--- config.mk ---
export PLATFORM = sky130hd
export DESIGN_NAME = gate_identifier_flat
export DESIGN_NICKNAME = d
export VERILOG_FILES = /design/src/rtl/gate_identifier_if.sv /design/src/rtl/gate_identifier.sv /design/src/flat_wrapper.sv
export SDC_FILE = /design/constraint.sdc
export NUM_CORES = 1
export LEC_CHECK = 0
export CORE_ASPECT_RATIO = 1.2
export CORE_MARGIN = 2
export CORE_UTILIZATION = 40
export DETAILED_ROUTE_END_ITERATION = 8
export PLACE_DENSITY = 0.72
export SLEW_MARGIN = 30
export SYNTH_ARGS = -nofsm -noshare
export SYNTH_HDL_FRONTEND = slang
export SYNTH_SLANG_ARGS = --single-unit
--- constraint.sdc ---
create_clock -name clk -period 3.4 [get_ports clk]
set_clock_uncertainty 0.05 [all_clocks]
set_input_delay 0.34 -clock clk [delete_from_list [all_inputs] [get_ports clk]]
set_output_delay 0.34 -clock clk [all_outputs]
set_load 0.05 [all_outputs]
--- src/rtl/gate_identifier_if.sv ---
// Bundle between the gate identifier and the gate-select mux under test.
//   start   : request one identification sweep
//   LED_IN  : 1-bit mux response (asynchronous to clk)
//   PROBE0/1: stimulus to the mux SW0/SW1 inputs
//   busy    : sweep in progress
//   TT      : captured truth table, TT[i] = response to {PROBE1,PROBE0}=i
//   OP      : recovered mux select code
//   valid   : OP/TT/unknown hold the last completed sweep
//   unknown : TT matched no legal code
interface gate_identifier_if;
    logic       start;
    logic       LED_IN;
    logic       PROBE0;
    logic       PROBE1;
    logic       busy;
    logic [3:0] TT;
    logic [2:0] OP;
    logic       valid;
    logic       unknown;

    modport master (
        output start, LED_IN,
        input  PROBE0, PROBE1, busy, TT, OP, valid, unknown
    );

    modport slave (
        input  start, LED_IN,
        output PROBE0, PROBE1, busy, TT, OP, valid, unknown
    );
endinterface

--- src/rtl/gate_identifier.sv ---
// Identifies which 2-input gate a select mux is configured as by driving all
// four probe vectors, capturing the response truth table and decoding it.
//   clk : single clock, rising edge
//   rst : asynchronous active-high reset
//   gi  : slave side of gate_identifier_if (start/LED_IN in, probes/result out)
// SETTLE (3..15) is the number of cycles each probe vector is held; the lower
// bound leaves room for the two-flop synchronizer latency before sampling.
module gate_identifier #(
    parameter int unsigned SETTLE = 4
) (
    input  logic              clk,
    input  logic              rst,
    gate_identifier_if.slave  gi
);

    localparam int unsigned       CNT_W    = 4;
    localparam logic [CNT_W-1:0]  CNT_LAST = CNT_W'(SETTLE - 1);

    typedef enum logic [1:0] {
        IDLE   = 2'd0,
        DRIVE  = 2'd1,
        DECODE = 2'd2
    } state_t;

    state_t           r_state;
    logic [1:0]       r_vec;
    logic [CNT_W-1:0] r_cnt;
    logic             r_sync1;
    logic             r_sync2;
    logic [3:0]       r_tt;
    logic [2:0]       r_op;
    logic             r_valid;
    logic             r_unknown;
    logic             r_busy;
    logic [1:0]       r_probe;

    logic [2:0]       w_op;
    logic             w_unknown;

    // Two-flop synchronizer for the asynchronous mux response
    always_ff @(posedge clk or posedge rst) begin
        if (rst) begin
            r_sync1 <= 1'b0;
            r_sync2 <= 1'b0;
        end else begin
            r_sync1 <= gi.LED_IN;
            r_sync2 <= r_sync1;
        end
    end

    // Truth table to select-code lookup
    always_comb begin
        w_op      = 3'd0;
        w_unknown = 1'b0;
        case (r_tt)
            4'b0101: w_op = 3'd0;   // NOT
            4'b1010: w_op = 3'd1;   // BUF
            4'b1001: w_op = 3'd2;   // XNOR
            4'b0110: w_op = 3'd3;   // XOR
            4'b1110: w_op = 3'd4;   // OR
            4'b0001: w_op = 3'd5;   // NOR
            4'b1000: w_op = 3'd6;   // AND
            4'b0111: w_op = 3'd7;   // NAND
            default: w_unknown = 1'b1;
        endcase
    end

    // Sweep FSM; probe register tracks vec so it is 00 outside DRIVE
    always_ff @(posedge clk or posedge rst) begin
        if (rst) begin
            r_state   <= IDLE;
            r_vec     <= 2'd0;
            r_cnt     <= '0;
            r_tt      <= 4'd0;
            r_op      <= 3'd0;
            r_valid   <= 1'b0;
            r_unknown <= 1'b0;
            r_busy    <= 1'b0;
            r_probe   <= 2'd0;
        end else begin
            case (r_state)
                IDLE: begin
                    if (gi.start) begin
                        r_state   <= DRIVE;
                        r_vec     <= 2'd0;
                        r_cnt     <= '0;
                        r_tt      <= 4'd0;
                        r_valid   <= 1'b0;
                        r_unknown <= 1'b0;
                        r_busy    <= 1'b1;
                        r_probe   <= 2'd0;
                    end
                end
                DRIVE: begin
                    if (r_cnt == CNT_LAST) begin
                        r_cnt       <= '0;
                        r_tt[r_vec] <= r_sync2;
                        if (r_vec == 2'd3) begin
                            r_state <= DECODE;
                            r_probe <= 2'd0;
                        end else begin
                            r_vec   <= r_vec + 2'd1;
                            r_probe <= r_vec + 2'd1;
                        end
                    end else begin
                        r_cnt <= r_cnt + CNT_W'(1);
                    end
                end
                DECODE: begin
                    r_state   <= IDLE;
                    r_busy    <= 1'b0;
                    r_op      <= w_op;
                    r_unknown <= w_unknown;
                    r_valid   <= 1'b1;
                end
                default: begin
                    r_state <= IDLE;
                    r_busy  <= 1'b0;
                    r_probe <= 2'd0;
                end
            endcase
        end
    end

    assign gi.PROBE0  = r_probe[0];
    assign gi.PROBE1  = r_probe[1];
    assign gi.busy    = r_busy;
    assign gi.TT      = r_tt;
    assign gi.OP      = r_op;
    assign gi.valid   = r_valid;
    assign gi.unknown = r_unknown;

endmodule
--- src/flat_wrapper.sv ---
// flat-port wrapper written by rule: the top's interface ports become plain ports
module gate_identifier_flat 
#(
    parameter int unsigned SETTLE = 4
)
  (clk, rst, gi_start, gi_LED_IN, gi_PROBE0, gi_PROBE1, gi_busy, gi_TT, gi_OP, gi_valid, gi_unknown);
  gate_identifier_if gi_i ();
  input  logic clk;
  input  logic rst;
  input wire logic [$bits(gi_i.start)-1:0] gi_start;
  input wire logic [$bits(gi_i.LED_IN)-1:0] gi_LED_IN;
  output wire logic [$bits(gi_i.PROBE0)-1:0] gi_PROBE0;
  output wire logic [$bits(gi_i.PROBE1)-1:0] gi_PROBE1;
  output wire logic [$bits(gi_i.busy)-1:0] gi_busy;
  output wire logic [$bits(gi_i.TT)-1:0] gi_TT;
  output wire logic [$bits(gi_i.OP)-1:0] gi_OP;
  output wire logic [$bits(gi_i.valid)-1:0] gi_valid;
  output wire logic [$bits(gi_i.unknown)-1:0] gi_unknown;
  assign gi_i.start = gi_start;
  assign gi_i.LED_IN = gi_LED_IN;
  assign gi_PROBE0 = gi_i.PROBE0;
  assign gi_PROBE1 = gi_i.PROBE1;
  assign gi_busy = gi_i.busy;
  assign gi_TT = gi_i.TT;
  assign gi_OP = gi_i.OP;
  assign gi_valid = gi_i.valid;
  assign gi_unknown = gi_i.unknown;
  gate_identifier #(.SETTLE(SETTLE)) u_core (.clk(clk), .rst(rst), .gi(gi_i));
endmodule
== Word-level counts from Yosys, hierarchy flattened ==
Index checks and enable logic that the tools add are counted.

* Register bits after elaboration: 22
* Bits in latches: 0
* Bits in writable memories: 0
* Memory bits (read-only): 0
* Input bits: 4
* Output and inout port bits: 12
* Word-level logic and storage cells: 71
* Memories: 0

* $add $sub $neg: 2
* Multipliers: 0
* Divide/modulo/power cells: 0
* Magnitude comparators: 2
* Equality and inequality tests: 16
* Shift-type cells: 0
* Multiplexer cells: 26
* Bitwise operators: 2
* Reductions and logical operators: 12

{| class="wikitable"
|+ Operators with widths
! operator !! number
|-
| case mux 3 bit (7 select lines) || 1
|-
| equality test 4 bit, second input constant || 4
|-
| 2-to-1 mux 2 bit || 8
|-
| case mux 4 bit (2 select lines) || 2
|-
| equality test 4 x 3 -> 1 bit, second input constant || 3
|-
| 2-to-1 mux 4 bit || 3
|-
| AND reduction 3 bit || 3
|-
| case mux 2 bit (2 select lines) || 2
|-
| OR reduction 8 bit || 1
|-
| case mux 1 bit (2 select lines) || 3
|-
| case mux 2 bit (3 select lines) || 1
|-
| AND reduction 2 bit || 3
|-
| adder 4 x 1 -> 4 bit, second input constant || 1
|-
| bitwise mux 4 bit || 1
|-
| equality test 2 bit, second input constant || 2
|-
| equality test 4 x 1 -> 1 bit, second input constant || 1
|-
| equality test 4 x 2 -> 1 bit, second input constant || 1
|-
| 2-to-1 mux 1 bit || 4
|-
| inequality test 2 x 1 -> 1 bit, second input constant || 2
|-
| inequality test 2 bit, second input constant || 2
|-
| AND reduction 4 bit || 1
|-
| nonzero test 2 bit || 2
|-
| less-than comparator 2 x 3 -> 1 bit, second input constant || 1
|-
| adder 2 x 1 -> 2 bit, second input constant || 1
|-
| 6 further kinds || 7
|}

== Logic depth before layout (Yosys ltp) ==
* Word-level depth: 7
* Mapped depth: 5

== Worst setup path after synthesis ==
Ideal clock, no wire load.

* Kind: register to register
* Start: register u_core.r_tt[1], in the netlist u_core.gi.TT[1]
* End: register u_core.r_unknown, in the netlist u_core.gi.unknown
* Data arrival time: 1,256 ps
* Required time: 3,217 ps
* Path slack: 1,961 ps
* Stages on the path, launching flop included: 4
* Path buffers: 0
* Cell sequence: dfrtp_1 -> mux2_2 -> mux2i_1 -> o21ai_0

* Longest elaborated chain between the ends: 4
* Elaborated cells between the ends (all ways): 11
* Those cells by class: eq/ne (8); mux (2); reduce/logical (1)

{| class="wikitable"
|+ Ends and longest elaborated chain
! what !! line !! RTL
|-
| start: declaration || gate_identifier.sv:30 || <nowiki>logic [3:0] r_tt;</nowiki>
|-
| start signal: indexed assignment || gate_identifier.sv:97 || <nowiki>r_tt[r_vec] <= r_sync2;</nowiki>
|-
| equality test 4 x 3 -> 1 bit, or another cell as far along || gate_identifier.sv:55 || <nowiki>case (r_tt)</nowiki>
|-
| OR reduction 8 bit (no line) * || -- ||
|-
| 2-to-1 mux 1 bit * || gate_identifier.sv:55 ||
|-
| case mux 1 bit (2 select lines) * || gate_identifier.sv:81 || <nowiki>case (r_state)</nowiki>
|-
| end signal: assignment || gate_identifier.sv:113 || <nowiki>r_unknown <= w_unknown;</nowiki>
|-
| end: declaration || gate_identifier.sv:33 || <nowiki>logic r_unknown;</nowiki>
|}

Every way passes the cells marked *; elsewhere a longest branch is shown, timed or not.
A chain may end at the register's enable or synchronous reset.

== Final worst setup path ==
* Start: register u_core.r_tt[3], in the netlist u_core.gi.TT[3]
* End: output gi_TT[3]

{| class="wikitable"
|+ RTL lines
! what !! line !! RTL
|-
| end: declaration || flat_wrapper.sv:15 || <nowiki>output wire logic [$bits(gi_i.TT)-1:0] gi_TT;</nowiki>
|}

No word-level cell between the ends.

==> results.md <==
* Status: complete, no violations
* Pleak at around 0.60 nW
* Gate power share at between 50% and 60%
* Setup ws final at roughly 1.3 ns
* Initial antenna violation count at 0
* Routed length per placed instance at 12.64 µm
* Final min period at ~2.1 ns
* Count leader, synth: dfrtp_1
* Site row count at 21
* Distinct cells, synth at 34
* Final wirelength at between 1.5 and 2 mm
* Core Box Area at between 2000 and 3000 µm²
* Skew-Pair Late Insertion Delay at a little over 0.3 ns
* DRC viols at 0
* Fmax at 481.1 MHz
* Startpoint Class: register
* Syn nets at ~110
* IO Pins at 16
* Sequential share of power at between 30% and 40%
* Synth area leaders: dfrtp_1 49%, mux2i_1 8.8%, ha_1 5.5%
* Top cell types by occurrence after synthesis: 22 x dfrtp_1, 11 x nand2_1, 10 x mux2i_1, 8 x inv_1, 7 x o21ai_0
* Min Hold Slack at 0.3132 ns
* Worst slew pin tran at around 0.8 ns
* Hold path start: u_core.r_sync1$_DFF_PP0_
* CP max-delay cell: clkdlybuf4s50_1
* Die area at between 3000 and 4000 µm²
* Port Buf Inserts at 15
* Largest net degree at the start of global routing at 23
* Die H at 62.29 µm
* Crit Reg-Reg Startpoint: u_core.r_cnt[0]$_DFFE_PP0P_
* All-Layer GR Usage at 14.54%
* Worst setup EP type: primary output
* Setup TNS at 0 ns
* Post-CTS Setup Bufs at 0
* Crit-path leading delay family: buffers and inverters
* Mapped cell area at between 1000 and 1500 µm²
* Max_cap viols at 0
* # setup viols final at 0
* CTS sink cnt at 22
* Crit-path max FO at 7
* Final slew viol count at 0
* # H-tree levels at 1
* RSZ-0062 raised after global routing: no
* Vias in the first global route at 817
* Die Span X at between 50 and 60 µm
* Clock share of power at a little under an eighth
* CP max stage delay at ~0.86 ns
* Share of cells above drive strength 1 at approximately 8.5%
* Critical Path, Cell by Cell: clkdlybuf4s50_1
* EDFF count, synth at 0
* Internal Power at just under 700 µW
* Vias post-DR at between 700 and 800
* Synth Register Bits at 22
* Cell type with the largest total area after synthesis: dfrtp_1
* Root buffer cell: clkbuf_4
* Total CTS buffers at 3
* Clock Path Buffers at 2
* CP required at ~3 ns
* Power Dens Cells at 943.9 nW/µm²
* Hold-fix buffers, CTS at 0
* CTS tree: yes
* Synth Flop Type: dfrtp_1
* Starting density of the core at between 40 and 50%
* DP HPWL at between 1 and 1.5 mm
* Yosys warning total at 0
* Buffers and inverters on the worst path at 1
* Clock transition at path regs at approximately 0.12 ns
* # diodes at 0
* Placed Area at roughly 1300 µm²
* DR vias/cell at around 5.2
* Psw at 565.2 µW
* Hold Path Class: reg -> reg
* Synth-to-layout area growth at 16.24%
* Slew Limit Headroom at between 40% and 50%
* Place WS at about 1.6 ns
* Worst Path Arrival at about 1.7 ns
* Setup CP Type: reg -> out
* Routed Antenna Nets at 0
* Gpl congestion at between 0.7 and 0.8
* Peak supply drop at 0.5598 mV
* Post-CTS sizing at 0
* Initial DRC Count at 17
* Synth async-reset ratio at 100.0%
* Design area at roughly 1300 µm²
* Syn Inst Count at 104
* Overall power at approximately 1.2 mW
* Gr ovfl total at 0
* First-pass GRT wire length at ~3.6 mm
* FF-to-FF setup slack at roughly 1.8 ns
* Worst setup path startpoint: u_core.gi.TT[3]$_DFFE_PP0P_
* Final Hold Violating Endpoints at 0
* Final Cycle Share at between 60 and 70%
* Nets at between 100 and 150
* Register area share after synthesis at around half
* Top cell type's share of synthesized area at roughly half
* TritonRoute pass-1 iters at 4
* Sw frac at about 45%
* Avg Inst Size Synth at around 11 µm²
## sequential cells by signal, indices dropped and copies added (netlist names), 2 cells and up
name	cells
u_core.r_probe	2
u_core.r_vec	2
u_core.r_cnt	4
u_core.gi.OP	3
u_core.gi.TT	4
u_core.r_state	2
## path summary, 6_finish.rpt
path                                                       to  cells after the start
worst max-delay path                                 gi_TT[3]                      1
worst min register to register       u_core.r_sync2$_DFF_PP0_                      0
worst max register to register    u_core.r_vec[1]$_DFFE_PP0P_                      4
worst min-delay path                 u_core.r_sync2$_DFF_PP0_                      0
min in group asynchronous       u_core.gi.unknown$_DFFE_PP0P_                      2
max in group asynchronous         u_core.r_cnt[3]$_DFFE_PP0P_                      2
## power groups by stage
stage | logic, mW | registers (mW) | clock network (mW)
after global placement | 0.617 | 0.473 | 0
after global routing | 0.689 | 0.492 | 0.166
final | 0.626 | 0.471 | 0.145
after detailed placement | 0.631 | 0.478 | 0
after floorplan | 0.309 | 0.631 | 0
after CTS | 0.635 | 0.473 | 0.150
## placed cells by master, fill, tap and decap left out
master / synthesis / routed
and2_1: 1 / 1
and4b_2: 1 / 1
nand2b_1: 2 / 2
nor4bb_1: 1 / 1
inv_1: 8 / 8
nand2_1: 11 / 11
o2bb2ai_1: 2 / 2
clkbuf_8: 1 / 1
nor2_1: 4 / 4
o21a_1: 1 / 1
or3b_1: 1 / 1
dfrtp_1: 22 / 22
and4bb_2: 1 / 1
clkbuf_4: 0 / 3
a31o_1: 1 / 1
nor2b_2: 1 / 1
o21bai_1: 1 / 1
xor2_1: 1 / 1
ha_1: 5 / 5
a21oi_1: 3 / 3
nor3b_4: 1 / 1
a32oi_1: 1 / 1
a22o_1: 1 / 1
mux2i_1: 10 / 10
a31oi_1: 1 / 1
nand3b_1: 1 / 1
nand3_1: 5 / 5
o21ai_0: 7 / 7
and3_2: 1 / 1
mux2_2: 1 / 1
clkdlybuf4s50_1: 0 / 15
o31ai_1: 2 / 2
o311ai_1: 1 / 1
## per-stage QoR
stage / instances / util, %
6_report: 152 / 48.17
5_1_grt: 152 / 48.17
4_1_cts: 152 / 48.17
3_5_place_dp: 148 / 46.84
3_3_place_gp: 148 / 46.84
2_1_floorplan: 104 / -
## kinds of logic after synthesis
| group | share of synthesized area [%] |
|---|---|
| buffers and inverters | 6.629 |
| multiplexers | 9.835 |
| AO/OA/AOI/OAI | 12.27 |
| XOR/XNOR | 0.7736 |
| AND/OR/NAND/NOR | 16.35 |
| flip-flops | 48.62 |
| adder cells (fa/ha/maj) | 5.525 |
## layout make-up
type | instances | area (µm²)
Sequential cell | 22 | 550.5
Inverter | 8 | 30.03
Tap cell | 34 | 42.54
Fill cell | 268 | 1416
Timing Repair Buffer | 15 | 150.1
Clock buffer | 4 | 36.28
Multi-Input combinational cell | 69 | 506.7
## layer usage
layer | global-route usage, % | up-vias | wire length, µm
li1 | - | 392 | -
met5 | 0 | - | 0
met3 | 2.885 | 5 | 50
met2 | 21.72 | 13 | 928
met4 | 7.692 | 0 | 51
met1 | 19.53 | 385 | 891
Note: power is estimated with default switching activity, not from simulation.
